--- src/rtl/mio_pkg.sv ---
// Shared constants and types for the CPU-side memory/IO responder.
package mio_pkg;

  // Exact word addresses of the peripheral registers (bits [1:0] are ignored)
  localparam logic [3:0]  RAM_REGION = 4'h0;
  localparam logic [31:0] ADDR_LED   = 32'hE000_0000;
  localparam logic [31:0] ADDR_SW    = 32'hF000_0000;
  localparam logic [31:0] ADDR_TCNT  = 32'hF000_0004;
  localparam logic [31:0] ADDR_TCTRL = 32'hF000_0008;

  // Timer register offsets as seen by the timer block
  localparam logic [3:0] OFF_TCNT  = 4'h4;
  localparam logic [3:0] OFF_TCTRL = 4'h8;

  // TMR_CTRL bit positions
  localparam int TC_EN   = 0;
  localparam int TC_IE   = 1;
  localparam int TC_PEND = 2;

  typedef enum logic [1:0] {
    ST_IDLE   = 2'd0,
    ST_ACCESS = 2'd1,
    ST_RESP   = 2'd2
  } mio_state_e;

  typedef enum logic [2:0] {
    SEL_NONE  = 3'd0,
    SEL_RAM   = 3'd1,
    SEL_LED   = 3'd2,
    SEL_SW    = 3'd3,
    SEL_TCNT  = 3'd4,
    SEL_TCTRL = 3'd5
  } mio_sel_e;

  // Request captured at accept time; the bus inputs are not looked at again
  typedef struct packed {
    mio_sel_e    sel;
    logic        we;
    logic [31:0] wdata;
  } mio_req_t;

  // Region decode on the top nibble, then exact word match for peripherals
  function automatic mio_sel_e mio_decode(input logic [31:0] addr);
    logic [31:0] wa;
    wa = {addr[31:2], 2'b00};
    if (addr[31:28] == RAM_REGION) return SEL_RAM;
    if (wa == ADDR_LED)            return SEL_LED;
    if (wa == ADDR_SW)             return SEL_SW;
    if (wa == ADDR_TCNT)           return SEL_TCNT;
    if (wa == ADDR_TCTRL)          return SEL_TCTRL;
    return SEL_NONE;
  endfunction

endpackage

--- src/rtl/mio_timer.sv ---
// Down-counting timer with reload, enable/int-enable control and a pending flag.
module mio_timer
  import mio_pkg::*;
(
  input  logic        clk,
  input  logic        reset,
  input  logic        wr_en,
  input  logic [3:0]  off,
  input  logic [31:0] wdata,
  output logic [31:0] rdata,
  output logic        irq
);

  logic [31:0] cnt_q, cnt_d, rld_q, rld_d;
  logic        en_q, en_d, ie_q, ie_d, pend_q, pend_d;
  logic        wr_cnt, wr_ctrl, expire;

  // Next-state: a reload write overrides counting; expiry sets pending over a clear
  always_comb begin
    wr_cnt  = wr_en && (off == OFF_TCNT);
    wr_ctrl = wr_en && (off == OFF_TCTRL);
    expire  = en_q && (cnt_q == 32'd0);
    cnt_d   = cnt_q;
    rld_d   = rld_q;
    en_d    = en_q;
    ie_d    = ie_q;
    pend_d  = pend_q;
    if (wr_cnt) begin
      cnt_d = wdata;
      rld_d = wdata;
    end else if (expire) begin
      cnt_d = rld_q;
    end else if (en_q) begin
      cnt_d = cnt_q - 32'd1;
    end
    if (wr_ctrl) begin
      en_d = wdata[TC_EN];
      ie_d = wdata[TC_IE];
      if (wdata[TC_PEND]) pend_d = 1'b0;
    end
    if (expire) pend_d = 1'b1;
  end

  // Timer state registers
  always_ff @(posedge clk or negedge reset) begin
    if (!reset) begin
      cnt_q  <= '0;
      rld_q  <= '0;
      en_q   <= 1'b0;
      ie_q   <= 1'b0;
      pend_q <= 1'b0;
    end else begin
      cnt_q  <= cnt_d;
      rld_q  <= rld_d;
      en_q   <= en_d;
      ie_q   <= ie_d;
      pend_q <= pend_d;
    end
  end

  // Register read mux: control reads expose pending in bit 2
  always_comb begin
    rdata = '0;
    if (off == OFF_TCTRL) begin
      rdata[TC_EN]   = en_q;
      rdata[TC_IE]   = ie_q;
      rdata[TC_PEND] = pend_q;
    end else begin
      rdata = cnt_q;
    end
  end

  assign irq = pend_q & ie_q;

endmodule

--- src/rtl/mio_bus_responder.sv ---
// Far-end responder for the CPU data bus: decodes RAM / GPIO / timer, inserts
// wait states and answers each request with a single MIO_ready pulse.
module mio_bus_responder
  import mio_pkg::*;
#(
  parameter int RAM_AW      = 10,
  parameter int WAIT_STATES = 0,
  parameter int GPIO_W      = 16
) (
  input  logic              clk,
  input  logic              reset,
  input  logic              CPU_MIO,
  input  logic              mem_w,
  input  logic [31:0]       Addr_out,
  input  logic [31:0]       Data_out,
  output logic [31:0]       Data_in,
  output logic              MIO_ready,
  output logic              INT,
  output logic              ram_en,
  output logic              ram_we,
  output logic [RAM_AW-1:0] ram_addr,
  output logic [31:0]       ram_wdata,
  input  logic [31:0]       ram_rdata,
  input  logic [GPIO_W-1:0] sw,
  output logic [GPIO_W-1:0] led
);

  localparam logic [3:0] WS_INIT = 4'(WAIT_STATES);

  mio_state_e        state_q, state_d;
  mio_req_t          req_q, req_d;
  logic [RAM_AW-1:0] raddr_q, raddr_d;
  logic [3:0]        wcnt_q, wcnt_d;
  logic [GPIO_W-1:0] led_q, led_d;
  logic [GPIO_W-1:0] sw_s1_q, sw_s2_q;
  logic              per_wr, tmr_wr, tmr_irq;
  logic [3:0]        tmr_off;
  logic [31:0]       tmr_rdata, per_rdata;

  // Peripheral writes land once, on the final ACCESS cycle
  assign per_wr = (state_q == ST_ACCESS) && (wcnt_q == 4'd0) && req_q.we;

  // Transaction FSM: accept in IDLE, count wait states, respond for one cycle
  always_comb begin
    state_d = state_q;
    req_d   = req_q;
    raddr_d = raddr_q;
    wcnt_d  = wcnt_q;
    case (state_q)
      ST_IDLE: if (CPU_MIO) begin
        state_d     = ST_ACCESS;
        req_d.sel   = mio_decode(Addr_out);
        req_d.we    = mem_w;
        req_d.wdata = Data_out;
        raddr_d     = Addr_out[RAM_AW+1:2];
        wcnt_d      = WS_INIT;
      end
      ST_ACCESS: if (wcnt_q == 4'd0) state_d = ST_RESP;
                 else                wcnt_d  = wcnt_q - 4'd1;
      ST_RESP:   state_d = ST_IDLE;
      default:   state_d = ST_IDLE;
    endcase
  end

  // LED register update
  always_comb begin
    led_d = led_q;
    if (per_wr && (req_q.sel == SEL_LED)) led_d = req_q.wdata[GPIO_W-1:0];
  end

  // Bus-side state registers; reset abandons any transaction in flight
  always_ff @(posedge clk or negedge reset) begin
    if (!reset) begin
      state_q <= ST_IDLE;
      req_q   <= '0;
      raddr_q <= '0;
      wcnt_q  <= '0;
      led_q   <= '0;
    end else begin
      state_q <= state_d;
      req_q   <= req_d;
      raddr_q <= raddr_d;
      wcnt_q  <= wcnt_d;
      led_q   <= led_d;
    end
  end

  // Two-flop synchroniser for the asynchronous switch inputs
  always_ff @(posedge clk or negedge reset) begin
    if (!reset) begin
      sw_s1_q <= '0;
      sw_s2_q <= '0;
    end else begin
      sw_s1_q <= sw;
      sw_s2_q <= sw_s1_q;
    end
  end

  assign tmr_wr  = per_wr && ((req_q.sel == SEL_TCNT) || (req_q.sel == SEL_TCTRL));
  assign tmr_off = (req_q.sel == SEL_TCTRL) ? OFF_TCTRL : OFF_TCNT;

  mio_timer u_timer (
    .clk   (clk),
    .reset (reset),
    .wr_en (tmr_wr),
    .off   (tmr_off),
    .wdata (req_q.wdata),
    .rdata (tmr_rdata),
    .irq   (tmr_irq)
  );

  // Peripheral read mux; unmapped addresses read as zero
  always_comb begin
    per_rdata = '0;
    case (req_q.sel)
      SEL_LED:             per_rdata[GPIO_W-1:0] = led_q;
      SEL_SW:              per_rdata[GPIO_W-1:0] = sw_s2_q;
      SEL_TCNT, SEL_TCTRL: per_rdata = tmr_rdata;
      default:             per_rdata = '0;
    endcase
  end

  assign MIO_ready = (state_q == ST_RESP);
  assign Data_in   = !MIO_ready            ? 32'd0     :
                     (req_q.sel == SEL_RAM) ? ram_rdata : per_rdata;
  assign ram_en    = (state_q == ST_ACCESS) && (req_q.sel == SEL_RAM);
  assign ram_we    = ram_en && req_q.we;
  assign ram_addr  = raddr_q;
  assign ram_wdata = req_q.wdata;
  assign led       = led_q;
  assign INT       = tmr_irq;

endmodule
--- config.mk ---
export PLATFORM = sky130hd
export DESIGN_NAME = mio_bus_responder
export DESIGN_NICKNAME = d
export VERILOG_FILES = /design/src/rtl/mio_pkg.sv /design/src/rtl/mio_timer.sv /design/src/rtl/mio_bus_responder.sv
export SDC_FILE = /design/constraint.sdc
export NUM_CORES = 1
export LEC_CHECK = 0
export ABC_AREA = 1
export BUFFER_PORTS_ARGS = -buffer_cell sky130_fd_sc_hd__clkbuf_2
export CAP_MARGIN = 20
export CORE_MARGIN = 2
export CORE_UTILIZATION = 56
export CTS_BUF_LIST = sky130_fd_sc_hd__clkbuf_4
export DETAILED_ROUTE_END_ITERATION = 7
export PLACE_DENSITY = 0.89
export SETUP_SLACK_MARGIN = 0.1
export SKIP_LAST_GASP = 1
export SLEW_MARGIN = 30
export SYNTH_ARGS = -nofsm -noshare
export SYNTH_HDL_FRONTEND = slang
export SYNTH_HIERARCHICAL = 1
export SYNTH_SLANG_ARGS = --single-unit
--- constraint.sdc ---
create_clock -name clk -period 3.45 [get_ports clk]
set_input_delay 0.1725 -clock clk [delete_from_list [all_inputs] [get_ports clk]]
set_output_delay 0.1725 -clock clk [all_outputs]
set_load 0.1 [all_outputs]
==> results.rst, run 1 <==
.. list-table::
   :header-rows: 1

   * - Metric
     - Value
   * - Part of the total power dissipated in combinational logic
     - 0.503
   * - Length of routed met2 wiring
     - ~13,000 µm
   * - Final critical path time including I/O delays and setup
     - roughly 3.2 ns
   * - Hpwl dp
     - 18,100 µm
   * - Critical register-to-register path startpoint
     - wcnt_q[0]
   * - Number of nets at the end of the flow
     - roughly 1,600
   * - Latest clock arrival within the worst-skew pair
     - 0.63 ns
   * - Clock transition at the registers of the reported paths
     - 0.16 ns
   * - Total standard cell area after synthesis
     - just under 9000 µm²
   * - Least-Margin Pin Slew
     - 0.812 ns
   * - Kind of end point of the critical path
     - output pin
   * - Type of the setup path with the least slack
     - flop to output pin
   * - Port-buffer cells
     - about 210
   * - Switching power
     - between 4 and 5 mW
   * - Remaining routing DRC violations
     - 0
   * - Initial core utilization
     - 0.566
   * - Worst ir drop on vdd
     - around 0.84 mV
   * - Wirelength per Cell
     - between 15 and 20 µm
   * - Aggregate global-route resource usage
     - 0.336
   * - Number of buffers inserted during clock tree synthesis
     - 17
   * - Worst reg2reg path endpoint
     - u_timer/cnt_q[0]
   * - Number of buffers on the longest clock path
     - 2
   * - Final Hold Viols
     - 0
   * - Worst min-delay path startpoint
     - Addr_out[29]
   * - Die width
     - 130 µm
   * - Core region area
     - approximately 16,000 µm²
   * - Largest net degree at the start of global routing
     - 76
   * - Number of routed nets with antenna violations
     - 0
   * - Per-instance average area after synthesis
     - slightly above 7 µm²
   * - Clk_skew
     - approximately 0.046 ns
   * - Max-cap viol count
     - 0
   * - Max Clock Freq
     - around 0.32 GHz
   * - Setup repair after global routing missed its margin
     - false
   * - Status
     - finished, final reports clean
   * - Antenna violations before repair
     - 1
   * - Count of final setup violators
     - 0
   * - Non-Filler Cell Area, Final
     - ~11,000 µm²
   * - Cell Rows
     - 46
   * - Hold Path Cell Cnt
     - 7
   * - Worst Reg2Reg Path Length in Cells
     - 10
   * - DRC violation total after the first TritonRoute iteration
     - 776
   * - Total negative setup slack
     - 0 ns
   * - Num Clock Sinks
     - 167
   * - Signal arrival time at the worst endpoint
     - 2.99 ns
   * - Pint
     - approximately 3.5 mW
   * - Static leakage power
     - 5.96 nW
   * - Power Dens Cells
     - between 600 and 700 nW/µm²
   * - Total number of vias
     - 9,188
   * - Floorplan die area
     - 16,900 µm²
   * - CTS Root Buffer Type
     - sky130_fd_sc_hd__clkbuf_4
   * - Top Metal Used
     - met4
   * - Die height
     - between 100 and 150 µm
   * - Count of TritonRoute iterations in the first routing pass
     - 7
   * - Required time at the worst-slack endpoint
     - 3.28 ns
   * - Routability congestion estimate
     - between 0.9 and 1
   * - Max FO, Critical Path
     - 18
   * - TritonCTS clock tree
     - yes
   * - Final count of pins violating max slew
     - 0
   * - Fraction of layout cells with a size suffix above 1
     - 0.196
   * - Flop pwr share
     - 0.348
   * - Smallest hold slack
     - 0.0731 ns
   * - Aggregate routed wire length
     - ~28,000 µm
   * - Worst setup path startpoint
     - req_q[35]
   * - Commonest non-fill, non-tap cell in the layout
     - sky130_fd_sc_hd__nand2_1
   * - Metal1 wirelength
     - between 10,000 and 15,000 µm
   * - H-tree levels
     - 4
   * - Count of distinct cell types in the synthesized netlist
     - 33
   * - Normalized max-slew margin
     - 0.457
   * - Per-cell via count in the routed design
     - ~5.4
   * - Class of the worst hold path
     - primary input to flop
   * - Total of flip-flops plus latches after synthesis
     - 167
   * - Syn Inst Count
     - between 1,000 and 1,500
   * - Clock power share
     - 0.150
   * - Grt total ovfl
     - 0
   * - Post-layout utilization of the core
     - 0.724
   * - First-pass GRT wire length
     - roughly 44,000 µm
   * - Switching fraction of total power
     - 0.563
   * - Warnings, synthesis
     - 6
   * - Setup slack of the most critical reg-to-reg path
     - 0.51 ns
   * - Sequential area share after synthesis
     - 0.470
   * - Crit path launch type
     - flop
   * - Hold Path Sink
     - req_q[33]
   * - Share of the clock period used by the worst path after layout
     - 0.917
   * - Post-detailed-placement cell area
     - between 10,000 and 15,000 µm²
   * - Count of boundary I/O pins
     - between 200 and 250
   * - Top library cells by usage in the layout, fill and taps aside
     - sky130_fd_sc_hd__nand2_1, sky130_fd_sc_hd__clkbuf_2, sky130_fd_sc_hd__nor2_1
   * - Area growth from synthesis to final layout
     - 28.0%
   * - Vias in the first global route
     - 8,696
   * - Met3 layer wire length in the routed design
     - ~2700 µm
[through the flow]
step                      total power [mW]  std cells  setup WS [ns]
after floorplan                       5.96       1235         0.0565
after global placement                6.50       1598          0.732
after detailed placement              6.59       1598          0.609
after CTS                             7.80       1694          0.223
after global routing                  8.26       1700          0.128
final                                 7.91       1700          0.288
[power groups by stage]
stage | registers [mW] | logic [mW] | clock network (mW)
detailed placement | 2.75 | 3.84 | 0
global route | 2.79 | 4.20 | 1.27
floorplan | 3.04 | 2.93 | 0
CTS | 2.71 | 3.90 | 1.18
global placement | 2.74 | 3.77 | 0
finish | 2.75 | 3.98 | 1.18
[final cells by class]
type                       count  area, µm²
antenna                        1       2.50
clock buffer                  17        128
clock inverter                15        180
fill                        1117       4330
inverter                     142        537
multi-input combinational    854       3760
sequential                   167       4180
tap                          216        270
timing repair buffer         288       2320
[cells in the mapped netlist, drive strengths merged]
cell | n | area share
xor2 | 16 | 0.016
o21ai | 83 | 0.047
nor2 | 181 | 0.083
ha | 3 | 0.0042
nand2 | 432 | 0.18
dfrtp | 167 | 0.47
o211ai | 4 | 0.0034
nor3 | 5 | 0.0052
nor4 | 1 | 0.00070
inv | 139 | 0.059
or2 | 5 | 0.0035
clkbuf | 19 | 0.0080
buf | 53 | 0.040
mux2 | 1 | 0.0013
a21oi | 70 | 0.039
nand3 | 35 | 0.021
o21bai | 11 | 0.0093
nand4 | 5 | 0.0035
clkinv | 3 | 0.0013
conb | 1 | 0.00042
[worst max-delay path, stage by stage, from the launching register on]
cell	delay [ns]
sky130_fd_sc_hd__dfrtp_2	0.46
sky130_fd_sc_hd__buf_4	0.15
sky130_fd_sc_hd__nor3_4	0.68
sky130_fd_sc_hd__buf_4	0.38
sky130_fd_sc_hd__nand2_1	0.11
sky130_fd_sc_hd__a21oi_1	0.38
sky130_fd_sc_hd__buf_12	0.23
[sequential cells by signal, indices dropped and copies added (netlist names), 2 cells and up]
signal and flops:
ram_wdata 32, req_q 4, wcnt_q 4, u_timer/cnt_q 32, sw_s2_q 16, ram_addr 10
led 16, state_q 2, sw_s1_q 16, u_timer/rld_q 32
[repair_timing]
item                                    CTS  global route
gates resized for setup                   0             4
setup buffers                             0             5
hold endpoints to repair                134             0
endpoints found under the setup margin    0            13
hold buffers                             64             0
[worst max path at each step]
stage,to,slack [ns]
floorplan,Data_in[1],0.06
global placement,u_timer/cnt_q[24],0.73
detailed placement,u_timer/cnt_q[0],0.61
CTS,Data_in[4],0.22
global route,Data_in[4],0.13
finish,Data_in[13],0.29
[cell families after synthesis]
kind of cell / Yosys count / share of synthesized area
AO/OA/AOI/OAI: 168 / 0.0988
XOR/XNOR: 16 / 0.0158
adder cells (fa/ha/maj): 3 / 0.00422
buffers and inverters: 214 / 0.108
flip-flops: 167 / 0.470
multiplexers: 1 / 0.00127
other: 1 / 0.000422
AND/OR/NAND/NOR: 664 / 0.301
[layer usage]
metal,track usage,vias to the layer above
li1,-,4236
met1,0.427,4213
met2,0.550,627
met3,0.0738,112
met4,0.161,0
met5,0,-
Power figures use the tool's default switching activity.
==> run 2, diff against run 1 <==
--- a/config.mk
+++ b/config.mk
@@ -6,6 +6,7 @@
 export NUM_CORES = 1
 export LEC_CHECK = 0
 export ABC_AREA = 1
+export ABC_CLOCK_PERIOD_IN_PS = 3200
 export BUFFER_PORTS_ARGS = -buffer_cell sky130_fd_sc_hd__clkbuf_2
 export CAP_MARGIN = 20
 export CORE_MARGIN = 2
@@ -14,6 +15,7 @@
 export DETAILED_ROUTE_END_ITERATION = 7
 export PLACE_DENSITY = 0.89
 export SETUP_SLACK_MARGIN = 0.1
+export SKIP_CTS_REPAIR_TIMING = 1
 export SKIP_LAST_GASP = 1
 export SLEW_MARGIN = 30
 export SYNTH_ARGS = -nofsm -noshare
==> constraint.sdc (replaced) <==
create_clock -name clk -period 3.2 [get_ports clk]
set_input_delay 0.16 -clock clk [delete_from_list [all_inputs] [get_ports clk]]
set_output_delay 0.16 -clock clk [all_outputs]
set_load 0.1 [all_outputs]
==> run 2 against run 1 <==
Hold slack worse by 0.0028 ns. Largest power group unchanged. Critical path depth grew 7. Critical endpoint is now Data_in[12]. Clock power increased by 10%. Sequential power up 8.0%. Cell count down 0.18%. Largest cell class unchanged. Highest routed layer unchanged.
==> results.rst, run 2 (same netlist as run 1, synthesis figures left out) <==
.. list-table::
   :header-rows: 1

   * - Metric
     - Value
   * - Antenna violations before repair
     - 1 (unchanged)
   * - Global routing usage on met2
     - 0.471 (-0.0791)
   * - Per-cell via count in the routed design
     - 5.28 (-2.2%)
   * - Type of the setup path with the least slack
     - flop to output pin
   * - Worst setup path startpoint
     - req_q[33]
   * - Worst min-delay path startpoint
     - Addr_out[29]
   * - Switching power
     - 4.77 mW (+7.1%)
   * - Non-filler cells in the finished layout
     - 1,697 (-0.18%)
   * - Number of routed nets with antenna violations
     - 0 (unchanged)
   * - First-pass GRT wire length
     - 39,300 µm (-9.6%)
   * - Number of buffers inserted during clock tree synthesis
     - 17 (unchanged)
   * - Commonest non-fill, non-tap cell in the layout
     - sky130_fd_sc_hd__nand2_1
   * - Vias in the first global route
     - 8,202 (-5.7%)
   * - Class of the worst hold path
     - primary input to flop
   * - Flop pwr share
     - 0.346 (-0.002)
   * - Routability congestion estimate
     - 0.996 (+0.91%)
   * - Floorplan die area
     - 16,900 µm² (unchanged)
   * - Count of TritonRoute iterations in the first routing pass
     - 7 (unchanged)
   * - Max Clock Freq
     - ~0.34 GHz
   * - DRC violation total after the first TritonRoute iteration
     - 948 (+22%)
   * - Port-buffer cells
     - 207 (unchanged)
   * - Number of nets at the end of the flow
     - 1,586 (-0.19%)
   * - Final critical path time including I/O delays and setup
     - roughly 2.9 ns
   * - Most utilized layer in the global route result
     - met2
   * - Pre-CTS setup slack
     - 0.668 ns (+0.0593 ns)
   * - Final Hold Viols
     - 0 (unchanged)
   * - Share of the clock period used by the worst path after layout
     - 0.922
   * - Power Dens Cells
     - 748 nW/µm² (+7.6%)
   * - Normalized max-slew margin
     - 0.471 (+0.0142)
   * - Hold Path Cell Cnt
     - 7 (unchanged)
   * - Clk_skew
     - 0.0189 ns (-0.0274 ns)
   * - Part of the total power dissipated in combinational logic
     - 0.502 (about the same)
   * - Global routing usage on met1
     - 0.407 (-0.0206)
   * - Latest clock arrival within the worst-skew pair
     - 0.57 ns (-0.06 ns)
   * - Final count of pins violating max slew
     - 0 (unchanged)
   * - Placed insts
     - 1,600 (+0.13%)
   * - Number of buffers on the longest clock path
     - 2 (unchanged)
   * - CTS Root Buffer Type
     - sky130_fd_sc_hd__clkbuf_4
   * - Total negative setup slack
     - 0 ns (unchanged)
   * - Kind of end point of the critical path
     - output pin
   * - Count of boundary I/O pins
     - 210 (unchanged)
   * - Top library cells by usage in the layout, fill and taps aside
     - sky130_fd_sc_hd__nand2_1, sky130_fd_sc_hd__clkbuf_2, sky130_fd_sc_hd__nor2_1, sky130_fd_sc_hd__dfrtp_1, sky130_fd_sc_hd__inv_1
   * - Max-cap viol count
     - 0 (unchanged)
   * - Clock transition at the registers of the reported paths
     - 0.15 ns (about the same)
   * - Grt total ovfl
     - 0 (unchanged)
   * - Count of final setup violators
     - 0 (unchanged)
   * - Largest net degree at the start of global routing
     - 68 (-11%)
   * - Hpwl dp
     - 18,500 µm (+2.3%)
   * - Die height
     - 130 µm (unchanged)
   * - Signal arrival time at the worst endpoint
     - 2.79 ns (-0.20 ns)
   * - Aggregate global-route resource usage
     - 0.300 (-0.0365)
   * - TritonCTS clock tree
     - yes
   * - Max FO, Critical Path
     - 8 (-10)
   * - Die width
     - 130 µm (unchanged)
   * - Final setup slack of the worst path
     - 0.251 ns (-0.0363 ns)
   * - Clock power share
     - 0.152 (+0.002)
   * - Num Clock Sinks
     - 167 (unchanged)
   * - Setup repair after global routing missed its margin
     - true
   * - Crit path launch type
     - flop
   * - Least-Margin Pin Slew
     - 0.791 ns (-0.0213 ns)
   * - Switching fraction of total power
     - 0.555 (-0.00723)
   * - Pint
     - 3.82 mW (+10%)
   * - Initial core utilization
     - 0.566 (unchanged)
   * - Total number of vias
     - 8,967 (-2.4%)
   * - H-tree levels
     - 4 (unchanged)
   * - Worst Reg2Reg Path Length in Cells
     - 11 (+1)
   * - Critical register-to-register path startpoint
     - wcnt_q[0]
   * - Aggregate routed wire length
     - 26,700 µm (-5.1%)
   * - Worst ir drop on vdd
     - 0.788 mV (-5.8%)
   * - Core region area
     - 15,700 µm² (unchanged)
   * - Wirelength per Cell
     - 15.8 µm (-4.9%)
   * - Post-layout utilization of the core
     - 0.730 (+0.00597)
   * - Required time at the worst-slack endpoint
     - 3.04 ns (-0.24 ns)
   * - Fraction of layout cells with a size suffix above 1
     - 0.218 (+0.0227)
   * - Cell Rows
     - 46 (unchanged)
   * - Met3 Usage GRT
     - 0.0685 (-0.00533)
   * - Remaining routing DRC violations
     - 0 (unchanged)
   * - Static leakage power
     - 5.96 nW (-0.11%)
   * - Area growth from synthesis to final layout
     - 29.1%
   * - Status
     - finished, final reports clean
[run 2: cell count changes in the layout (fill, tap and decap cells not counted), moves of 2 or more]
cell | before | now
sky130_fd_sc_hd__nor2_1 | 168 | 166
sky130_fd_sc_hd__clkinv_8 | 5 | 2
sky130_fd_sc_hd__inv_6 | 2 | 5
sky130_fd_sc_hd__dlygate4sd3_1 | 64 | 60
sky130_fd_sc_hd__a21oi_2 | 0 | 31
sky130_fd_sc_hd__nor2_2 | 7 | 9
sky130_fd_sc_hd__clkinv_4 | 2 | 0
sky130_fd_sc_hd__a21oi_1 | 70 | 39
[run 2: layout make-up]
cell class	instances	area [µm²]
sequential	167	4180
timing repair buffer	285	2290
antenna	1	2.50
clock buffer	18	135
tap	216	270
multi-input combinational	854	3890
inverter	142	537
clock inverter	14	170
fill	1146	4240
[run 2: metrics by stage]
| step | hold WS (ns) | total power, mW | area, µm² |
|---|---|---|---|
| detailed placement | 0.213 | 7.18 | 10500 |
| finish | 0.0703 | 8.58 | 11500 |
| CTS | -0.441 | 8.48 | 10800 |
| global route | 0.0671 | 9.00 | 11500 |
| floorplan | -0.136 | 6.49 | 9020 |
| global placement | 0.205 | 7.08 | 10500 |
[run 2: power groups by stage]
stage / clock, mW / sequential, mW / combinational (mW)
after global routing: 1.42 / 3.02 / 4.56
after floorplan: 0 / 3.28 / 3.21
after CTS: 1.32 / 2.95 / 4.21
after detailed placement: 0 / 2.99 / 4.19
final: 1.30 / 2.97 / 4.31
after global placement: 0 / 2.97 / 4.12
[run 2: routing by layer]
layer | vias up | share of wire
li1 | 4229 | -
met1 | 4134 | 0.39
met2 | 539 | 0.48
met3 | 65 | 0.10
met4 | 0 | 0.029
met5 | - | 0
[run 2: path summary, 6_finish.rpt]
check / slack [ns] / endpoint
max in group asynchronous: 2.11 / sw_s1_q[6]
min in group asynchronous: 0.15 / ram_wdata[27]
min reg2reg: 0.37 / sw_s2_q[13]
max: 0.25 / Data_in[12]
min: 0.07 / req_q[33]
max reg2reg: 0.52 / u_timer/cnt_q[1]
[run 2: critical path: stages (launching register included)]
cell and delay (ns):
sky130_fd_sc_hd__dfrtp_1 0.44, sky130_fd_sc_hd__inv_1 0.19, sky130_fd_sc_hd__nor2_2 0.09, sky130_fd_sc_hd__inv_1 0.06, sky130_fd_sc_hd__inv_1 0.04, sky130_fd_sc_hd__nand3_1 0.16
sky130_fd_sc_hd__clkinvlp_4 0.22, sky130_fd_sc_hd__buf_4 0.20, sky130_fd_sc_hd__nor2_1 0.12, sky130_fd_sc_hd__nand2_1 0.08, sky130_fd_sc_hd__nand2_1 0.11, sky130_fd_sc_hd__a21oi_1 0.08
sky130_fd_sc_hd__a21oi_2 0.24, sky130_fd_sc_hd__buf_12 0.20
